<file path="config.mk">
export PLATFORM = sky130hd
export DESIGN_NAME = inst_aligner
export DESIGN_NICKNAME = d
export VERILOG_FILES = /design/src/rtl/rv_inst_pkg.sv /design/src/rtl/inst_aligner_buf.sv /design/src/rtl/inst_aligner.sv
export SDC_FILE = /design/constraint.sdc
export NUM_CORES = 1
export LEC_CHECK = 0
export ABC_AREA = 1
export ABC_CLOCK_PERIOD_IN_PS = 3100
export CAP_MARGIN = 20
export CORE_MARGIN = 2
export CORE_UTILIZATION = 46
export DETAILED_ROUTE_END_ITERATION = 10
export GPL_ROUTABILITY_DRIVEN = 0
export PLACE_DENSITY = 0.9
export SLEW_MARGIN = 10
export SYNTH_ARGS = -nofsm -noshare
export SYNTH_HDL_FRONTEND = slang
export SYNTH_SLANG_ARGS = --single-unit
</file>
<file path="constraint.sdc">
create_clock -name clk -period 3.1 [get_ports clk]
set_clock_uncertainty 0.1 [all_clocks]
set_input_delay 0.31 -clock clk [delete_from_list [all_inputs] [get_ports clk]]
set_output_delay 0.31 -clock clk [all_outputs]
set_load 0.03 [all_outputs]
</file>
<file path="src/rtl/rv_inst_pkg.sv">
// ============================================================================
// Module  : rv_inst_pkg
// Brief   : Shared RISC-V instruction types and RVC encoding constants.
// Revision: 1.0 - initial release
// ============================================================================
`default_nettype none

package rv_inst_pkg;

    typedef logic [15:0] halfword_t;

    // RVC quadrant encodings in bits [1:0]; NONC marks a 32-bit instruction
    localparam logic [1:0] C0   = 2'b00;
    localparam logic [1:0] C1   = 2'b01;
    localparam logic [1:0] C2   = 2'b10;
    localparam logic [1:0] NONC = 2'b11;

    localparam halfword_t ILLEGAL_C = 16'h0000;

    function automatic logic is_compressed(input halfword_t hw);
        return hw[1:0] != NONC;
    endfunction

endpackage

`default_nettype wire

</file>
<file path="src/rtl/inst_aligner_buf.sv">
// ============================================================================
// Module  : inst_aligner_buf
// Brief   : Three-halfword FIFO-style buffer; consume from the head, append at tail.
// Revision: 1.0 - initial release
// ============================================================================
`default_nettype none

module inst_aligner_buf
    import rv_inst_pkg::*;
(
    input  logic      clk,
    input  logic      rst_n,
    input  logic      clear,
    input  logic [1:0] cons_n,
    input  logic [1:0] app_n,
    input  halfword_t app_lo,
    input  halfword_t app_hi,
    output halfword_t head0,
    output halfword_t head1,
    output logic [1:0] cnt
);

    halfword_t  hw_q [3];
    halfword_t  hw_d [3];
    halfword_t  sh   [3];
    halfword_t  app_first;
    logic [1:0] cnt_q;
    logic [1:0] keep;

    always_comb begin
        keep      = cnt_q - cons_n;
        app_first = (app_n == 2'd1) ? app_hi : app_lo;
        for (int i = 0; i < 3; i++) sh[i] = hw_q[i];
        case (cons_n)
            2'd1: begin
                sh[0] = hw_q[1];
                sh[1] = hw_q[2];
            end
            2'd2: sh[0] = hw_q[2];
            default: ;
        endcase
        // Appended halfwords land directly after the surviving entries
        for (int i = 0; i < 3; i++) begin
            hw_d[i] = sh[i];
            if ((3'(i) >= {1'b0, keep}) && ((3'(i) - {1'b0, keep}) < {1'b0, app_n}))
                hw_d[i] = (3'(i) == {1'b0, keep}) ? app_first : app_hi;
        end
    end

    always_ff @(posedge clk or negedge rst_n) begin
        if (!rst_n) begin
            cnt_q <= 2'd0;
            for (int i = 0; i < 3; i++) hw_q[i] <= '0;
        end else if (clear) begin
            cnt_q <= 2'd0;
        end else begin
            cnt_q <= keep + app_n;
            for (int i = 0; i < 3; i++) hw_q[i] <= hw_d[i];
        end
    end

    assign head0 = hw_q[0];
    assign head1 = hw_q[1];
    assign cnt   = cnt_q;

endmodule

`default_nettype wire

</file>
<file path="src/rtl/inst_aligner.sv">
// ============================================================================
// Module  : inst_aligner
// Brief   : Splits word fetches into aligned 16/32-bit RISC-V instructions.
//           Optional define ALIGNER_ILLEGAL_CHK_EN flags the all-zero RVC word.
// Revision: 1.0 - initial release
// ============================================================================
`default_nettype none

module inst_aligner
    import rv_inst_pkg::*;
#(
    parameter logic [31:0] RESET_PC = 32'h0000_0000
) (
    input  logic        clk,
    input  logic        rst_n,
    input  logic        fw_valid,
    input  logic [31:0] fw_data,
    output logic        fw_ready,
    input  logic        flush,
    input  logic [31:0] flush_pc,
    output logic        out_valid,
    input  logic        out_ready,
    output logic [31:0] out_inst,
    output logic        out_is_c,
    output logic [31:0] out_pc,
    output logic        out_illegal
);

    halfword_t   head0;
    halfword_t   head1;
    logic [1:0]  cnt;
    logic [31:0] pc_q;
    logic        skip_q;
    logic        head_c;
    logic        fire;
    logic        accept;
    logic [1:0]  cons_n;
    logic [1:0]  app_n;

    assign head_c    = is_compressed(head0);
    assign out_valid = ((cnt != 2'd0) && head_c) || (cnt >= 2'd2);
    assign fire      = out_valid && out_ready;
    assign cons_n    = fire ? (head_c ? 2'd1 : 2'd2) : 2'd0;
    // rst_n gates acceptance so nothing is taken while reset is held
    assign fw_ready  = rst_n && !flush && ((cnt - cons_n) <= 2'd1);
    assign accept    = fw_valid && fw_ready;
    assign app_n     = accept ? (skip_q ? 2'd1 : 2'd2) : 2'd0;

    inst_aligner_buf u_buf (
        .clk    (clk),
        .rst_n  (rst_n),
        .clear  (flush),
        .cons_n (cons_n),
        .app_n  (app_n),
        .app_lo (fw_data[15:0]),
        .app_hi (fw_data[31:16]),
        .head0  (head0),
        .head1  (head1),
        .cnt    (cnt)
    );

    always_ff @(posedge clk or negedge rst_n) begin
        if (!rst_n) begin
            pc_q   <= RESET_PC;
            skip_q <= RESET_PC[1];
        end else if (flush) begin
            pc_q   <= flush_pc;
            skip_q <= flush_pc[1];
        end else begin
            if (fire)   pc_q   <= pc_q + (head_c ? 32'd2 : 32'd4);
            if (accept) skip_q <= 1'b0;
        end
    end

    assign out_inst = out_valid ? (head_c ? {16'h0000, head0} : {head1, head0}) : 32'h0;
    assign out_is_c = out_valid && head_c;
    assign out_pc   = pc_q;

`ifdef ALIGNER_ILLEGAL_CHK_EN
    assign out_illegal = out_valid && head_c && (head0 == ILLEGAL_C);
`else
    assign out_illegal = 1'b0;
`endif

endmodule

`default_nettype wire

</file>
==> flow_metrics.py <==
metrics = {
    "run_status": {
        "status": "finished, final reports clean",
    },
    "die": {
        "dieHeight_um": 115,
        "coreArea_um2": 12000,
        "chipWidth_um": 115,
        "initial_utilization": 0.470,
        "rows": 40,
        "ios": 137,
        "die_area_um2": 13100,
    },
    "clock_network": {
        "cts_buffers": 9,
        "path_clk_slew_ps": 60,
        "clk_latency_ps": 340,
        "clock-root-buffer": "clkbuf_16",
        "htree_levels": 3,
        "cts_tree": "yes",
        "cts.sinks": 83,
        "cts_buffer_depth": 2,
    },
    "power_and_ir_drop": {
        "p_leak_nw": 3.55,
        "peakVddDrop_v": 0.000584,
        "powerDensity_nw_per_um2": 1010,
    },
    "yosys": {
        "yosys-top-cells-count": "194 x nand2_1, 96 x inv_1, 85 x nor2_1, 83 x dfrtp_1, 68 x o21ai_0",
        "ys.flop_type": "dfrtp_1",
        "synthTopCellsByArea": "dfrtp_1 37%, nand2_1 13%, inv_1 6.4%",
        "async_flop_share": 1.00,
        "syn_area_um2": 5620,
        "synthCells": 821,
        "synth-seq-cells": 83,
        "synth_most_common_cell": "nand2_1",
        "yosysSeqAreaShare": 0.369,
        "synth_edf_count": 0,
        "syn_nets": 900,
        "synth.top_cell.area_share": 0.369,
        "ys_warn_count": 0,
        "syn_area_per_cell_um2": 6.85,
        "yosys.area.top_type": "dfrtp_1",
        "ys_types": 40,
    },
    "worst_setup_path": {
        "worstPathMaxFanout": 11,
        "cp_cell_sequence": "nand2_4 -> inv_4 -> a21oi_4 -> nor2_4 -> nor2_4 -> inv_2 -> nor2_1 -> ha_2 -> nand3_2 -> nand2_4 -> inv_4 -> ha_4 -> inv_2 -> ha_4 -> nand2_1 -> and2_4 -> inv_2 -> a21oi_2 -> o21ai_1 -> o21ai_1",
        "reg2reg_depth": 20,
        "reg2reg_to": "u_buf.hw_q[3]",
        "max_stage_delay_ps": 410,
        "cpMaxStageDelayCell": "dfrtp_1",
        "required_ps": 3220,
        "r2r-start": "u_buf.head0[0]",
        "crit_arrival_ps": 3070,
        "path_common_cell": "inv_2",
        "critPathLaunchType": "register",
        "cp-startpoint": "u_buf.head0[0]",
        "critPathKind": "register to register",
        "reg2reg_slack_ps": 150,
        "end_kind": "register",
    },
    "timing": {
        "fmax_ghz": 0.339,
        "relSlewSlack": 0.593,
        "rsz0062_at_grt": "yes",
        "finalMaxSlewViolations": 0,
        "layout_min_cycle_time_ps": 2950,
        "timing.final.crit_share": 0.953,
        "tightest_slew_ps": 609,
        "setup_viol": 0,
        "finalHoldViolCount": 0,
    },
    "routing": {
        "wl_um": 18000,
        "dr.pass1.iters": 5,
        "drc": 0,
        "num_vias": 6326,
        "viasPerCell": 5.65,
        "wl_per_cell_um": 16.1,
        "drtAntennaViolNets": 0,
        "drt_first_iter_violations": 730,
    },
    "final_layout": {
        "drive_above_1_share": 0.112,
        "area_growth_pct": 38.2,
        "antennaDiodeCount": 0,
        "nets": 1047,
        "stdcell_area_um2": 7770,
        "fin_cells": 1120,
        "post-route-util": 0.649,
    },
    "placement": {
        "io_buffers": 135,
        "dpl-instance-area_um2": 7320,
        "hpwl_um": 12400,
        "place_inst": 1090,
    },
    "min_path": {
        "hold_path_end": "out_pc[0]",
        "hold_class": "register to register",
        "holdPathStages": 2,
        "hp-start": "out_pc[0]",
    },
    "global_routing": {
        "antenna_found_initial": 0,
        "grt_pass1_vias": 5708,
        "grt-ovfl-total": 0,
        "grt_pass1_wl_um": 27800,
        "grt_max_degree": 84,
        "grtUsageTotal": 0.264,
    },
    "flow_run": {
        "max-cap-violations": 0,
    },
}
==> final cells by class <==
cell class | count | area (um^2)
clock buffer | 10 | 239
clock inverter | 6 | 47.5
timing repair buffer | 173 | 1670
inverter | 102 | 408
sequential | 83 | 2080
multi-input combinational | 599 | 3150
fill | 924 | 4190
tap | 147 | 184
==> state kept, by name, summed over array words and instances (netlist names) <==
name and cells:
skip_q 1, u_buf.cnt 2, out_pc 32, u_buf.hw_q 16
u_buf.head1 16, u_buf.head0 16
==> worst max-delay path by stage <==
| stage | to | cells past startpoint |
|---|---|---|
| CTS | u_buf.head0[8] | 21 |
| detailed placement | u_buf.hw_q[12] | 20 |
| global placement | u_buf.head0[8] | 19 |
| floorplan | u_buf.head1[10] | 22 |
| finish | u_buf.hw_q[3] | 20 |
| global route | u_buf.head0[14] | 22 |
==> metrics by stage <==
stage | TNS, ps | total power (W) | hold WS, ps | setup slack [ps]
after detailed placement | -38.8 | 0.00646 | 358 | -19.5
final | 0 | 0.00788 | 369 | 146
after floorplan | -621 | 0.00508 | -85.6 | -45.2
after global routing | -149 | 0.00839 | 396 | -52.9
after global placement | 0 | 0.00634 | 356 | 114
after CTS | 0 | 0.00754 | 215 | 121
==> what timing repair did <==
| action | in CTS | in global routing |
|---|---|---|
| gates resized for setup | 0 | 7 |
| pin swaps | 1 | 3 |
| endpoints found under the setup margin | 9 | 41 |
| gates cloned | 0 | 2 |
| endpoints found under the hold margin | 0 | 21 |
| hold buffers | 0 | 1 |
| buffers inserted | 1 | 9 |
==> per-layer routing <==
metal | share of wire | GRT usage | vias to the layer above
met5 | 0 | 0 | -
met4 | 0.040 | 0.117 | 0
met3 | 0.093 | 0.0413 | 63
met2 | 0.46 | 0.428 | 382
met1 | 0.40 | 0.349 | 2911
li1 | - | - | 2970
==> logic make-up after synthesis <==
kind of cell / synth area share
AOI/OAI and AO/OA: 0.177
xor gates and xnor gates: 0.0327
adders and majority gates: 0.0236
buffers and inverters: 0.101
DFF: 0.369
other: 0.000667
and+or+nand+nor: 0.295
==> report_power, final <==
part           switching (W)  internal (W)  total (W)
Sequential          0.000369       0.00154    0.00190
Clock               0.000456      0.000572    0.00103
Combinational        0.00314       0.00180    0.00494
==> cell usage in the layout (no fill, tap or decap), types with 2 or more instances in the layout <==
master and n:
dfrtp_1 83, nand2_2 4, inv_1 91, a31oi_1 3
nand4_1 6, o21ai_0 51, nand3_1 58, nand2_1 194
nand3_4 2, clkbuf_16 9, ha_1 3, o211ai_1 16
nand2_4 3, buf_4 35, nor2_1 85, o22ai_1 8
o21ai_2 2, ha_4 5, nor4_1 2, nor2_4 5
nor3_1 17, inv_6 2, xnor2_1 4, buf_6 3
o21ai_1 31, a21oi_1 56, clkinv_4 4, a21oi_2 10
inv_2 5, nand3_2 5, clkdlybuf4s50_1 133, inv_4 3
xor2_1 17
==> worst max-delay path: cells and delay by family, from the launching register on <==
| kind | cells | cell delay [ps] |
|---|---|---|
| AND/OR/NAND/NOR | 8 | 810 |
| AO/OA/AOI/OAI | 4 | 400 |
| buffers and inverters | 5 | 420 |
| flip-flops | 1 | 410 |
| adder cells (fa/ha/maj) | 3 | 700 |
(Power assumes the default switching activity.)
